===== src/rtl/core_pkg.sv =====
// ============================================================================
// core_pkg : shared ALUOp encodings, opcodes and control-bundle type for the RV64 core
// Rev 1.0
// ============================================================================
`default_nettype none

package core_pkg;

  localparam logic [1:0] ALU_ADD   = 2'b00;
  localparam logic [1:0] ALU_BR    = 2'b01;
  localparam logic [1:0] ALU_FUNCT = 2'b10;

  localparam logic [6:0] OPC_LOAD   = 7'b0000011;
  localparam logic [6:0] OPC_STORE  = 7'b0100011;
  localparam logic [6:0] OPC_RTYPE  = 7'b0110011;
  localparam logic [6:0] OPC_ITYPE  = 7'b0010011;
  localparam logic [6:0] OPC_BRANCH = 7'b1100011;

  typedef struct packed {
    logic       branch;
    logic       memread;
    logic       memtoreg;
    logic [1:0] aluop;
    logic       memwrite;
    logic       alusrc;
    logic       regwrite;
  } ctrl_t;

  // An invalid ID slot must never carry live control into EX.
  function automatic ctrl_t ctrl_gate(input ctrl_t c, input logic v);
    return v ? c : '0;
  endfunction

endpackage

`default_nettype wire


===== src/rtl/id_ex_stage_reg_hazard_detect.sv =====
// ============================================================================
// hazard_detect : combinational load-use detection between EX (load) and ID
// Rev 1.0
// ============================================================================
`default_nettype none

module hazard_detect
  import core_pkg::*;
(
  input  logic       i_valid_ex,
  input  logic       i_memread_ex,
  input  logic [4:0] i_rd_ex,
  input  logic [4:0] i_rs1_id,
  input  logic [4:0] i_rs2_id,
  input  logic       i_valid_id,
  output logic       o_load_use
);

  logic w_src_match;

  // Both sources are compared even for formats that ignore rs2: conservative.
  assign w_src_match = (i_rd_ex == i_rs1_id) | (i_rd_ex == i_rs2_id);
  assign o_load_use  = i_valid_ex & i_memread_ex & (i_rd_ex != 5'd0) & w_src_match & i_valid_id;

endmodule

`default_nettype wire


===== src/rtl/id_ex_stage_reg.sv =====
// ============================================================================
// id_ex_stage_reg : ID/EX pipeline register with load-use stall and bubble counting
// Rev 1.0
// ============================================================================
`default_nettype none

module id_ex_stage_reg
  import core_pkg::*;
#(
  parameter int XLEN  = 64,
  parameter int CNT_W = 32
) (
  input  logic             clk,
  input  logic             reset,
  input  logic             valid_id,
  input  logic             stall,
  input  logic             flush,
  input  logic             branch_id,
  input  logic             memread_id,
  input  logic             memtoreg_id,
  input  logic [1:0]       aluop_id,
  input  logic             memwrite_id,
  input  logic             alusrc_id,
  input  logic             regwrite_id,
  input  logic [XLEN-1:0]  pc_id,
  input  logic [XLEN-1:0]  rs1_data_id,
  input  logic [XLEN-1:0]  rs2_data_id,
  input  logic [XLEN-1:0]  imm_id,
  input  logic [4:0]       rs1_id,
  input  logic [4:0]       rs2_id,
  input  logic [4:0]       rd_id,
  input  logic [3:0]       funct4_id,
  output logic             branch_ex,
  output logic             memread_ex,
  output logic             memtoreg_ex,
  output logic [1:0]       aluop_ex,
  output logic             memwrite_ex,
  output logic             alusrc_ex,
  output logic             regwrite_ex,
  output logic [XLEN-1:0]  pc_ex,
  output logic [XLEN-1:0]  rs1_data_ex,
  output logic [XLEN-1:0]  rs2_data_ex,
  output logic [XLEN-1:0]  imm_ex,
  output logic [4:0]       rs1_ex,
  output logic [4:0]       rs2_ex,
  output logic [4:0]       rd_ex,
  output logic [3:0]       funct4_ex,
  output logic             valid_ex,
  output logic             stall_front,
  output logic [CNT_W-1:0] bubble_cnt
);

  ctrl_t            r_ctrl;
  logic             r_valid;
  logic [XLEN-1:0]  r_pc;
  logic [XLEN-1:0]  r_rs1_data;
  logic [XLEN-1:0]  r_rs2_data;
  logic [XLEN-1:0]  r_imm;
  logic [4:0]       r_rs1;
  logic [4:0]       r_rs2;
  logic [4:0]       r_rd;
  logic [3:0]       r_funct4;
  logic [CNT_W-1:0] r_bubble_cnt;

  ctrl_t w_ctrl_id;
  logic  w_load_use;

  assign w_ctrl_id = '{branch:   branch_id,
                       memread:  memread_id,
                       memtoreg: memtoreg_id,
                       aluop:    aluop_id,
                       memwrite: memwrite_id,
                       alusrc:   alusrc_id,
                       regwrite: regwrite_id};

  hazard_detect u_hazard_detect (
    .i_valid_ex   (r_valid),
    .i_memread_ex (r_ctrl.memread),
    .i_rd_ex      (r_rd),
    .i_rs1_id     (rs1_id),
    .i_rs2_id     (rs2_id),
    .i_valid_id   (valid_id),
    .o_load_use   (w_load_use)
  );

  assign stall_front = ~reset & (w_load_use | stall);

  // Priority: reset > stall > flush > load_use > normal load.
  always_ff @(posedge clk) begin
    if (reset) begin
      r_ctrl       <= '0;
      r_valid      <= 1'b0;
      r_pc         <= '0;
      r_rs1_data   <= '0;
      r_rs2_data   <= '0;
      r_imm        <= '0;
      r_rs1        <= '0;
      r_rs2        <= '0;
      r_rd         <= '0;
      r_funct4     <= '0;
      r_bubble_cnt <= '0;
    end else if (stall) begin
      r_bubble_cnt <= r_bubble_cnt;
    end else if (flush | w_load_use) begin
      // Bubble: kill control only; data fields are don't-care once valid drops.
      r_ctrl       <= '0;
      r_valid      <= 1'b0;
      r_bubble_cnt <= r_bubble_cnt + 1'b1;
    end else begin
      r_ctrl     <= ctrl_gate(w_ctrl_id, valid_id);
      r_valid    <= valid_id;
      r_pc       <= pc_id;
      r_rs1_data <= rs1_data_id;
      r_rs2_data <= rs2_data_id;
      r_imm      <= imm_id;
      r_rs1      <= rs1_id;
      r_rs2      <= rs2_id;
      r_rd       <= rd_id;
      r_funct4   <= funct4_id;
    end
  end

  assign branch_ex   = r_ctrl.branch;
  assign memread_ex  = r_ctrl.memread;
  assign memtoreg_ex = r_ctrl.memtoreg;
  assign aluop_ex    = r_ctrl.aluop;
  assign memwrite_ex = r_ctrl.memwrite;
  assign alusrc_ex   = r_ctrl.alusrc;
  assign regwrite_ex = r_ctrl.regwrite;
  assign valid_ex    = r_valid;
  assign pc_ex       = r_pc;
  assign rs1_data_ex = r_rs1_data;
  assign rs2_data_ex = r_rs2_data;
  assign imm_ex      = r_imm;
  assign rs1_ex      = r_rs1;
  assign rs2_ex      = r_rs2;
  assign rd_ex       = r_rd;
  assign funct4_ex   = r_funct4;
  assign bubble_cnt  = r_bubble_cnt;

endmodule

`default_nettype wire


===== config.mk =====
export PLATFORM = sky130hd
export DESIGN_NAME = id_ex_stage_reg
export DESIGN_NICKNAME = d
export VERILOG_FILES = /design/src/rtl/core_pkg.sv /design/src/rtl/id_ex_stage_reg_hazard_detect.sv /design/src/rtl/id_ex_stage_reg.sv
export SDC_FILE = /design/constraint.sdc
export NUM_CORES = 1
export LEC_CHECK = 0
export BUFFER_PORTS_ARGS = -buffer_cell sky130_fd_sc_hd__buf_2
export CELL_PAD_IN_SITES_DETAIL_PLACEMENT = 1
export CELL_PAD_IN_SITES_GLOBAL_PLACEMENT = 1
export CORE_AREA = 5 5 234 236
export DETAILED_ROUTE_END_ITERATION = 8
export DIE_AREA = 0 0 239 241
export PLACE_DENSITY_LB_ADDON = 0.25
export RECOVER_POWER = 25
export SLEW_MARGIN = 10
export SYNTH_ARGS = -nofsm -noshare
export SYNTH_HDL_FRONTEND = slang
export SYNTH_HIERARCHICAL = 1
export SYNTH_SLANG_ARGS = --single-unit

===== constraint.sdc =====
create_clock -name clk -period 3.25 [get_ports clk]
set_clock_uncertainty 0.1 [all_clocks]
set_input_delay 0.65 -clock clk [delete_from_list [all_inputs] [get_ports clk]]
set_output_delay 0.65 -clock clk [all_outputs]
set_load 0.03 [all_outputs]

Word-level counts from Yosys, hierarchy flattened
Cells that the tools add are included.
- register bits after elaboration: 316
- latch bits: 0
- bits in writable memories: 0
- ROM bits: 0
- input bits: 288
- word-level logic and storage cells: 37
- memories kept: 0
- add/subtract/negate cells: 1
- multiply operators: 0
- divide/modulo/power cells: 0
- magnitude comparators: 0
- eq/ne operators: 2
- shift-type cells: 0
- mux-type cells: 3
- bitwise gates (word level): 11
- reduce and logical (&&, ||, !) cells: 3
- operator list (operator ; number):
    adder 32 x 1 -> 32 bit, second input constant ; 1
    2-to-1 mux 8 bit ; 2
    equality test 5 bit ; 2
    AND 1 bit ; 5
    nonzero test 5 bit ; 1
    AND reduction 2 bit ; 2
    NOT 1 bit ; 3
    OR 1 bit ; 3
    2-to-1 mux 1 bit ; 1

Longest topological paths before layout
Gate-level depths: netlist (run 1).
- word-level depth: 7
- mapped depth: 10
- depth with buffers taken out: 8

Modules after synthesis
Netlist (run 1), hierarchy kept.
- modules (own cells, without submodules) (module ; instances ; cells an instance ; area each (µm²) ; sequential area each (µm²)):
    id_ex_stage_reg ; 1 ; 1403 ; 11094.4 ; 6326.1
    hazard_detect ; 1 ; 17 ; 128.9 ; 0.0

Least setup slack after synthesis (run 1)
No wires, ideal clock.
- path type: input port to flip-flop
- from: input rs1_id[0]
- to: register r_bubble_cnt[20], in the netlist bubble_cnt[20]
- arrival time: 2.691 ns
- setup slack: 0.388 ns
- cell stages on the path: 9
- path through: xor2_1 > nor3_1 > nand3_1 > a21oi_1 > o21bai_1 > or4_1 > buf_2 > or4_1 > a21oi_1
- word-level cells in the longest chain between the ends: 6
- ends and longest elaborated chain (what ; RTL line ; RTL):
    from (decl) ; id_ex_stage_reg.sv:29 ; input logic [4:0] rs1_id,
    equality test 5 bit ; id_ex_stage_reg_hazard_detect.sv:22 ; assign w_src_match = (i_rd_ex == i_rs1_id) | (i_rd_ex == i_rs2_id);
    OR 1 bit ; id_ex_stage_reg_hazard_detect.sv:22 ;
    AND 1 bit (2 in a row) ; id_ex_stage_reg_hazard_detect.sv:23 ; assign o_load_use = i_valid_ex & i_memread_ex & (i_rd_ex != 5'd0) & w_src_match & i_valid_id;
    named net w_load_use ; id_ex_stage_reg.sv:66 ; logic w_load_use;
    OR 1 bit ; id_ex_stage_reg.sv:104 ; end else if (flush | w_load_use) begin
    AND reduction 2 bit (no source line) ; - ;
    to (signal assigned) ; id_ex_stage_reg.sv:103 ; r_bubble_cnt <= r_bubble_cnt;
    to (signal assigned) ; id_ex_stage_reg.sv:108 ; r_bubble_cnt <= r_bubble_cnt + 1'b1;
    to (decl) ; id_ex_stage_reg.sv:63 ; logic [CNT_W-1:0] r_bubble_cnt;
The timed path passes the listed nets, and every way through them passes these cells.
A chain may end at the register's enable or synchronous reset.

Final worst setup path (run 1)
- from: register r_rd[2], in the netlist rd_ex[2]
- to: output stall_front
- word-level cells in the longest chain between the ends: 6
- elaborated cells between the ends (all ways): 9
- those cells by class: eq/ne (2); bitwise (6); reduce/logical (1)
- ends and longest elaborated chain (what ; RTL line ; RTL):
    from (decl) ; id_ex_stage_reg.sv:61 ; logic [4:0] r_rd;
    from (signal assigned) ; id_ex_stage_reg.sv:118 ; r_rd <= rd_id;
    equality test 5 bit or nonzero test 5 bit (tied branches) ; id_ex_stage_reg_hazard_detect.sv:22, id_ex_stage_reg_hazard_detect.sv:23 ;
    OR 1 bit or AND 1 bit (tied branches) ; id_ex_stage_reg_hazard_detect.sv:22, id_ex_stage_reg_hazard_detect.sv:23 ;
    AND 1 bit * (2 in a row) ; id_ex_stage_reg_hazard_detect.sv:23 ;
    named net w_load_use ; id_ex_stage_reg.sv:66 ;
    OR 1 bit * ; id_ex_stage_reg.sv:86 ; assign stall_front = ~reset & (w_load_use | stall);
    AND 1 bit * ; id_ex_stage_reg.sv:86 ;
    to (decl) ; id_ex_stage_reg.sv:49 ; output logic stall_front,
The timed path passes the listed nets; every way through them passes the cells marked *.

==> flow_metrics.tcl, run 1 <==
set metrics [dict create \
    port_buffers 604 \
    fin_crit_ns 2.98 \
    ios 605 \
    power_density_mw_per_mm2 582 \
    synth_most_common_cell "nand2_1" \
    relSlewSlack 0.389 \
    grt_antenna_before_repair 18 \
    synth_seq_cells 316 \
    wl_met2_mm 24.1 \
    viasPerCell 4.36 \
    grt_max_degree 151 \
    crit_fanout 5 \
    final_max_slew_viol_count 0 \
    syn-cell-area_mm2 0.0112 \
    yosysUniqueCellTypes 28 \
    grt_pass1_vias 12300 \
    clk_pin_slew_worst_paths_ns 0.06 \
    htreeDepth 2 \
    fin_ws_ns 0.269 \
    r2r-start "rd_ex[2]$_SDFFE_PP0P_" \
    finalSetupViolations 0 \
    postSynthAreaPerCell_um2 7.90 \
    async_reset_ff_frac 0 \
    dr.first_iter.drc_count 387 \
    dp_hpwl_mm 36.6 \
    synth-seq-area-share 0.564 \
    drtAntennaViolNets 0 \
    grt_pass1_wl_mm 71.8 \
    hold_class "input pin to flop" \
    min_to "rs2_data_ex[44]$_SDFFE_PP0P_" \
    synth_top_cells_by_count "nand2_1, dfxtp_1, a21oi_1" \
    dr_wl_met3_mm 4.50 \
    preCtsSetupSlack_ns 0.0321 \
    ys.warnings.count 6 \
    cts_tree "yes" \
    drc 0 \
    cts_made_buffers 38 \
    synth_top_area_share 0.564 \
    dr_total_vias 11800 \
    p_leak_nw 6.69 \
    period_share 0.917 \
    postCtsSetupBuffers 0 \
    die_y_um 241 \
    required_ns 2.50 \
    synth_nets 1709 \
    routed_wl_mm 48.9 \
    hold_viol 0 \
    path_class "flop to primary output" \
    avgRoutedWirePerCell_um 18.0 \
    r2r_setup_slack_ns 0.35 \
    worst_pin_slew_ns 0.917 \
    areaGrowthSynthToFinish_pct 43.8 \
    rsz0062_at_grt "false" \
    initial_core_util 0.215 \
    min_from "rs2_data_id[44]" \
    r2r_end "rs2_data_ex[8]$_SDFFE_PP0P_" \
    synth_edf_count 0 \
    gp_congestion 0.797 \
    cp_data_arrival_time_ns 2.23 \
    fp-row-count 84 \
    drv_cap 0 \
    yosysTopAreaCell "dfxtp_1" \
    cts_buffer_depth 3 \
    final_layout_size_suffix_gt1_frac 0.266 \
    gr-usage-all-layers 0.157 \
    postCtsResizedCells 0 \
    die_area_mm2 0.0576 \
    met1_length_mm 18.8 \
    coreArea_mm2 0.0522 \
    synthFlopType "dfxtp_1" \
    top_layer "met5" \
    ctsHoldBuffers 0 \
    fmax_ghz 0.336 \
    ir_worst_vdd_v 0.000293 \
    r2r_cells 9 \
    status "finished, final reports clean" \
    cts-root-buf "clkbuf_16" \
    startpoint "rd_ex[2]$_SDFFE_PP0P_" \
    synthTopCellsByArea "dfxtp_1, nand2_1, a21oi_1, clkbuf_1, or4_1" \
    fill_cells 6543 \
    setup_tns_ns 0 \
    critical_path.endpoint_type "primary output" \
    cp-start-kind "flop" \
    clkSinkCount 316 \
    grt_remaining_overflow 0 \
    first_pass_iters 5 \
    synthCells 1420 \
    hold_depth 3 \
    die_width_um 239 \
    fin_nets 2279 \
    clk_latency_ns 0.53 \
]
-- report_power, final --
part	total [mW]	internal, mW	switching (mW)
sequential	4.12	4.04	0.0838
clock	4.13	2.48	1.65
combinational	1.14	0.357	0.781
total	9.39	6.88	2.52
-- how the worst max path moves through the flow --
stage | depth (start not counted) | endpoint | slack [ns]
2_1_floorplan | 9 | bubble_cnt[20]$_SDFFE_PP0P_ | 0.39
3_3_place_gp | 10 | bubble_cnt[20]$_SDFFE_PP0P_ | 0.10
3_5_place_dp | 10 | bubble_cnt[31]$_SDFFE_PP0P_ | 0.03
4_1_cts | 7 | stall_front | 0.21
5_1_grt | 9 | rs2_data_ex[11]$_SDFFE_PP0P_ | 0.02
6_report | 7 | stall_front | 0.27
-- cell usage in the layout, fill, tap and decap left out, drive strengths merged --
cell,netlist,routed
a21oi,298,298
a22oi,8,8
and2,1,1
and4,2,2
buf,8,479
bufinv,0,1
clkbuf,99,219
clkinv,0,1
dfxtp,316,316
diode,0,11
ha,1,1
inv,8,9
nand2,560,560
nand3,10,10
nand4,7,7
nor2,22,22
nor3,6,6
nor4,3,3
o2111ai,1,1
o21ai,6,6
o21ba,1,1
o21bai,1,1
o31ai,14,14
or2,1,1
or3,8,8
or4,18,18
xnor2,13,13
xor2,8,8
-- cells by family after synthesis --
| group | share of synthesized area |
|---|---|
| xor+xnor | 0.0164 |
| fa+ha+maj | 0.00111 |
| buf+inv | 0.0392 |
| simple gates | 0.227 |
| flops | 0.564 |
| compound gates | 0.153 |
-- layer usage --
metal,vias up,GRT usage
met3,89,0.0651
met2,366,0.272
met1,5559,0.177
met4,16,0.0507
li1,5789,-
met5,-,0
-- flip-flops by register name (all words and copies together) (netlist names) --
| register | count |
|---|---|
| rs1_data_ex | 64 |
| rs1_ex | 5 |
| funct4_ex | 4 |
| branch_ex | 1 |
| memtoreg_ex | 1 |
| imm_ex | 64 |
| rs2_data_ex | 64 |
| memread_ex | 1 |
| valid_ex | 1 |
| alusrc_ex | 1 |
| rs2_ex | 5 |
| memwrite_ex | 1 |
| rd_ex | 5 |
| aluop_ex | 2 |
| regwrite_ex | 1 |
| pc_ex | 64 |
| bubble_cnt | 32 |
-- per-stage QoR --
stage / hold WS [ns] / instance area (µm²) / std cells / utilization / power [mW]
2_1_floorplan: 0.484 / 11200 / 1420 / - / 4.85
3_3_place_gp: 0.339 / 15100 / 2638 / 0.289 / 5.36
5_1_grt: 0.218 / 16100 / 2710 / 0.309 / 9.84
4_1_cts: 0.198 / 16300 / 2702 / 0.312 / 9.63
3_5_place_dp: 0.345 / 15100 / 2638 / 0.289 / 5.38
6_report: 0.244 / 16100 / 2713 / 0.309 / 9.39
-- area by class of cell --
type | count | area, µm² | area share
multi-input combinational | 989 | 4470 | 0.277
tap | 688 | 861 | 0.0533
sequential | 316 | 6330 | 0.392
timing repair buffer | 637 | 3230 | 0.200
inverter | 8 | 30.0 | 0.00186
clock buffer | 61 | 1150 | 0.0712
antenna | 11 | 27.5 | 0.00171
clock inverter | 3 | 43.8 | 0.00271
-- worst max-delay path: stages (launching register included) --
cell       delay (ns)
dfxtp_1          0.38
or4_1            0.55
o2111ai_1        0.20
a21oi_1          0.08
buf_4            0.16
nor2_1           0.09
nor2_1           0.06
buf_2            0.18
Power figures use the tool's default switching activity.
==> run 2, diff against run 1 <==
- CORE_AREA: 5 5 234 236 -> 5 5 232 234
- DIE_AREA: 0 0 239 241 -> 0 0 237 239
- clock period: 3.25 -> 2.6 ns (I/O delays scaled with it)
==> run 2 against run 1 <==
The run now ends with setup timing left. Critical path depth unchanged. Largest cell class unchanged. Die area is 1.7% lower. Count of clock-buffer cells in the layout is 3 lower. Setup slack lost 0.43 ns. Highest routed layer unchanged.
==> flow_metrics.tcl, run 2 (synthesized netlist as in run 1, its figures left out) <==
set metrics [dict create \
    status "finished with violations" \
    violations "setup timing" \
    dr.first_iter.drc_count 356 \
    htreeDepth 2 \
    multiInputGateArea_mm2 0.00483 \
    port_buffers 604 \
    cpMaxStageDelayCell "or4_4" \
    drc 0 \
    r2r-start "rd_ex[4]$_SDFFE_PP0P_" \
    cts_tree "yes" \
    drv_cap 0 \
    min_from "rs2_data_id[3]" \
    path_class "flop to primary output" \
    r2r_end "rs1_data_ex[53]$_SDFFE_PP0P_" \
    critical_path.endpoint_type "primary output" \
    cp_cell_sequence "or4_4 > o2111ai_4 > a21oi_2 > buf_4 > nor2_4 > nor2_1 > buf_4" \
    required_ns 1.98 \
    rsz0062_at_grt "true" \
    p_leak_nw 7.61 \
    slowest_delay_ns 0.55 \
    cts_made_buffers 39 \
    crit_fanout 2 \
    viasPerCell 4.41 \
    initial_core_util 0.217 \
    crit_path_end "stall_front" \
    ios 605 \
    r2r_setup_slack_ns -0.16 \
    dr_total_vias 12200 \
    die_y_um 239 \
    fin_cells 2765 \
    clkSinkCount 316 \
    worst_pin_slew_ns 0.780 \
    cp_common_cell "buf_4" \
    gp_congestion 0.853 \
    place_inst 2657 \
    ir_worst_vdd_v 0.000411 \
    clk_latency_ns 0.54 \
    die_area_mm2 0.0566 \
    seq_area_mm2 0.00633 \
    coreArea_mm2 0.0518 \
    startpoint "rd_ex[4]$_SDFFE_PP0P_" \
    relSlewSlack 0.480 \
    grt_pass1_vias 12200 \
    areaGrowthSynthToFinish_pct 56.6 \
    routed_wl_mm 52.2 \
    period_share 1.06 \
    final_cell_mix "buf_2, nand2_1, dfxtp_1" \
    preCtsSetupSlack_ns -0.370 \
    r2r_cells 10 \
    avgRoutedWirePerCell_um 18.9 \
    final_layout_size_suffix_gt1_frac 0.373 \
    cts_buffer_depth 3 \
    fp-row-count 84 \
    power_density_mw_per_mm2 688 \
    dp_hpwl_mm 36.1 \
    fin_util 0.339 \
    die_width_um 237 \
    drtAntennaViolNets 0 \
    gr-usage-all-layers 0.160 \
    cp_data_arrival_time_ns 2.14 \
    grt_pass1_wl_mm 72.5 \
    fin_nets 2336 \
    clk_pin_slew_worst_paths_ns 0.06 \
    fin_ws_ns -0.162 \
    finalSetupViolations 284 \
    fmax_ghz 0.362 \
    grt_max_degree 139 \
    first_pass_iters 4 \
    cp-start-kind "flop" \
    cts-root-buf "clkbuf_16" \
    hold_viol 0 \
    hold_class "input pin to flop" \
    fill_cells 6333 \
    final_common_cell "buf_2" \
    grt_remaining_overflow 0 \
    final_max_slew_viol_count 0 \
    grt_antenna_before_repair 10 \
    fin_crit_ns 2.76 \
]
[run 2: metal layers]
metal  wire length (µm)  track usage  up-vias
met1              21200        0.185     5826
li1                   -            -     5908
met4               1270       0.0516        6
met2              26100        0.283      375
met3               3610       0.0516       87
met5                 34            0        -
[run 2: layout make-up]
cell class	instances	share of cell area
sequential	316	0.360
multi-input combinational	989	0.275
clock inverter	6	0.00349
inverter	8	0.00171
antenna	7	0.000997
clock buffer	58	0.0666
timing repair buffer	693	0.243
tap	688	0.0490
[run 2: timing repair]
action | 4_1_cts | 5_1_grt
hold buffers | 0 | 0
cloned | 3 | 19
pin swaps | 3 | 30
buffers inserted | 8 | 10
resized for setup | 19 | 132
setup endpoints to repair | 215 | 298
endpoints found under the hold margin | 0 | 0
[run 2: power breakdown]
group | switching, mW | leakage (nW) | internal, mW
clock | 2.12 | 0.604 | 3.19
sequential | 0.114 | 2.58 | 5.05
combinational | 1.05 | 4.43 | 0.585
total | 3.28 | 7.61 | 8.82
[run 2: worst min path at each step]
stage	to	cells past startpoint	slack (ns)
final	rs2_data_ex[3]$_SDFFE_PP0P_	3	0.11
after global routing	rs1_data_ex[54]$_SDFFE_PP0P_	3	0.09
after CTS	rs2_data_ex[3]$_SDFFE_PP0P_	3	0.07
after detailed placement	imm_ex[26]$_SDFFE_PP0P_	2	0.34
after global placement	rs1_data_ex[3]$_SDFFE_PP0P_	2	0.34
after floorplan	rd_ex[2]$_SDFFE_PP0P_	2	0.44
[run 2: metrics by stage]
| step | area (µm²) | power (mW) | hold WS, ns | TNS (ns) |
|---|---|---|---|---|
| global placement | 15300 | 6.72 | 0.339 | -13.94 |
| finish | 17600 | 12.1 | 0.112 | -26.00 |
| detailed placement | 15300 | 6.75 | 0.344 | -19.73 |
| global route | 17600 | 12.6 | 0.0858 | -47.26 |
| CTS | 16700 | 12.2 | 0.0713 | -19.69 |
| floorplan | 11200 | 6.06 | 0.445 | -0.118 |
[run 2: worst max-delay path: cells and delay by family (launching register included)]
family | cells | cell delay, ns
compound gates | 2 | 0.28
simple gates | 3 | 0.67
flops | 1 | 0.34
buf+inv | 2 | 0.32
==> run 3, diff against run 2 <==
- ABC_AREA: not set -> 1
- CORE_AREA: 5 5 232 234 -> 5 5 230 232
- DIE_AREA: 0 0 237 239 -> 0 0 235 237
- MAX_ROUTING_LAYER: not set -> met4
==> run 3 against run 2 <==
The run now ends clean. Largest cell class unchanged. Sequential power increased by 2%. Non-clock buffer count decreased by 50. Largest power group unchanged. Via count increased by 3.1%. Setup slack improved by 0.25 ns. Flip-flop and latch count unchanged.
==> flow_metrics.tcl, run 3 <==
set metrics [dict create \
    status "finished, final reports clean" \
    first_pass_iters 4 \
    cts_buffer_depth 3 \
    place_inst 2779 \
    clk_latency_ns 0.54 \
    grt_pass1_wl_mm 78.2 \
    clkSinkCount 316 \
    drv_cap 0 \
    synthSimpleGateAreaFrac 0.261 \
    muxShareOfSynthArea 0 \
    grt_antenna_before_repair 17 \
    gp_congestion 0.833 \
    postLayoutCellArea_mm2 0.0168 \
    cp-start-kind "flop" \
    dp_hpwl_mm 39.0 \
    synthCells 1553 \
    cts-root-buf "clkbuf_16" \
    synth_nets 1842 \
    ir_worst_vdd_v 0.000372 \
    fin_crit_ns 2.51 \
    synth_most_common_cell "nor2_1" \
    period_share 0.965 \
    synth_top_cells_by_count "nor2_1, dfxtp_1, o21ai_0" \
    dr_total_vias 12600 \
    synth_top_family_by_area "simple AND/OR/NAND/NOR gates" \
    cp_cell_sequence "buf_4 > nand2_1 > nand2_1 > nor2_1 > nand3_1 > a21oi_2 > inv_1 > a21oi_2 > buf_6" \
    fill_cells 6470 \
    critical_path.endpoint_type "primary output" \
    drtAntennaViolNets 0 \
    ctsHoldBuffers 0 \
    dr.first_iter.drc_count 568 \
    postSynthAreaPerCell_um2 7.53 \
    grt_remaining_overflow 0 \
    slowest_delay_ns 0.35 \
    synth_compound_area_frac 0.136 \
    grt_util_met1 0.206 \
    cp_data_arrival_time_ns 1.89 \
    synth_top_area_share 0.541 \
    die_y_um 237 \
    final_cell_mix "nor2_1, buf_2, dfxtp_1" \
    synth_seq_cells 316 \
    grt-busiest-layer "met2" \
    finalSetupViolations 0 \
    areaGrowthSynthToFinish_pct 43.8 \
    fin_nets 2428 \
    final_layout_size_suffix_gt1_frac 0.266 \
    htreeDepth 2 \
    synth_xor_area_frac 0.00374 \
    gr-usage-all-layers 0.181 \
    fp-row-count 83 \
    routed_wl_mm 51.8 \
    dpl_cell_area_mm2 0.0157 \
    die_area_mm2 0.0557 \
    crit_fanout 3 \
    yosysUniqueCellTypes 29 \
    whs_ns 0.0965 \
    use_met2 0.299 \
    cts_made_buffers 39 \
    synth_edf_count 0 \
    grt_pass1_vias 13100 \
    fmax_ghz 0.399 \
    synthTopCellsByArea "dfxtp_1, nor2_1, o21ai_0, nand2_1, buf_2" \
    power_density_mw_per_mm2 747 \
    port_buffers 604 \
    clk_pin_slew_worst_paths_ns 0.06 \
    final_common_cell "nor2_1" \
    fin_cells 2863 \
    viasPerCell 4.39 \
    syn-cell-area_mm2 0.0117 \
    async_reset_ff_frac 0 \
    path_class "flop to primary output" \
    p_leak_nw 7.88 \
    hold_class "input pin to flop" \
    required_ns 1.98 \
    yosysTopAreaCell "dfxtp_1" \
    relSlewSlack 0.680 \
    cts_tree "yes" \
    synthAdderAreaFrac 0.00107 \
    coreArea_mm2 0.0508 \
    hold_viol 0 \
    fin_util 0.331 \
    synth-seq-area-share 0.541 \
    met3_usage 0.0644 \
    ios 605 \
    worst_pin_slew_ns 0.482 \
    synthFlopType "dfxtp_1" \
    grt_max_degree 87 \
    ys.warnings.count 6 \
    initial_core_util 0.230 \
    die_width_um 235 \
    final_max_slew_viol_count 0 \
    avgRoutedWirePerCell_um 18.1 \
    setup_tns_ns 0 \
    drc 0 \
    cpMaxStageDelayCell "dfxtp_2" \
]
-- run 3: cell types whose count changed after synthesis, moves of 36 or more --
cell,change
clkbuf_1,-61
o21ai_0,+283
nand2_1,-474
nor2_1,+586
a21oi_1,-275
inv_1,+36
buf_2,+47
-- run 3: cell families (layout without fill, tap and decap cells) --
group | after synthesis | after routing
xor gates and xnor gates | 5 | 5
AOI/OAI and AO/OA | 316 | 316
and+or+nand+nor | 766 | 766
buffers and inverters | 149 | 763
DFF | 316 | 316
other | 0 | 16
adders and majority gates | 1 | 1
-- run 3: per-stage QoR --
| stage | total power [mW] | worst slack [ns] |
|---|---|---|
| floorplan | 6.42 | 0.308 |
| global placement | 7.23 | 0.0501 |
| detailed placement | 7.26 | 0.000350 |
| CTS | 12.8 | 0.000913 |
| global route | 13.1 | -0.00477 |
| finish | 12.6 | 0.0906 |
-- run 3: worst max-delay path, delay by kind of cell (launching register included) --
family,cells,cell delay (ns)
AND/OR/NAND/NOR,4,0.34
AO/OA/AOI/OAI,2,0.30
buffers and inverters,3,0.37
flip-flops,1,0.35
-- run 3: where the power goes --
| part | switching (mW) | leakage (nW) | internal, mW |
|---|---|---|---|
| Sequential | 0.146 | 2.60 | 5.13 |
| Clock | 2.17 | 0.631 | 3.31 |
| Combinational | 1.27 | 4.64 | 0.540 |
| Total | 3.59 | 7.88 | 8.99 |
-- run 3: layout make-up --
cell class | count | area (µm²) | area share
Sequential cell | 316 | 6340 | 0.377
Multi-Input combinational cell | 1088 | 4720 | 0.280
Timing Repair Buffer | 643 | 3390 | 0.201
Clock buffer | 59 | 1170 | 0.0698
Tap cell | 680 | 851 | 0.0506
Inverter | 51 | 204 | 0.0121
Clock inverter | 10 | 110 | 0.00655
Antenna cell | 16 | 40.0 | 0.00238
-- run 3: final timing paths --
path	slack, ns	depth (start not counted)	from	end
hold reg to reg	0.37	2	memtoreg_ex$_SDFFE_PP0N_	memtoreg_ex$_SDFFE_PP0N_
setup / recovery	0.09	9	rd_ex[1]$_SDFFE_PP0P_	stall_front
setup reg to reg	0.29	16	rd_ex[1]$_SDFFE_PP0P_	bubble_cnt[30]$_SDFFE_PP0P_
hold / removal	0.1	3	imm_id[34]	imm_ex[34]$_SDFFE_PP0P_
-- run 3: layer usage --
metal / wire length (µm) / up-vias
li1: - / 6152
met1: 21200 / 5947
met2: 25100 / 401
met3: 4150 / 76
met4: 1400 / 0
met5: 0 / -
-- run 3: repair_timing --
action	in CTS	in global routing
endpoints found under the setup margin	1	1
setup buffers	1	0
resized for setup	7	6
pin swaps	3	7
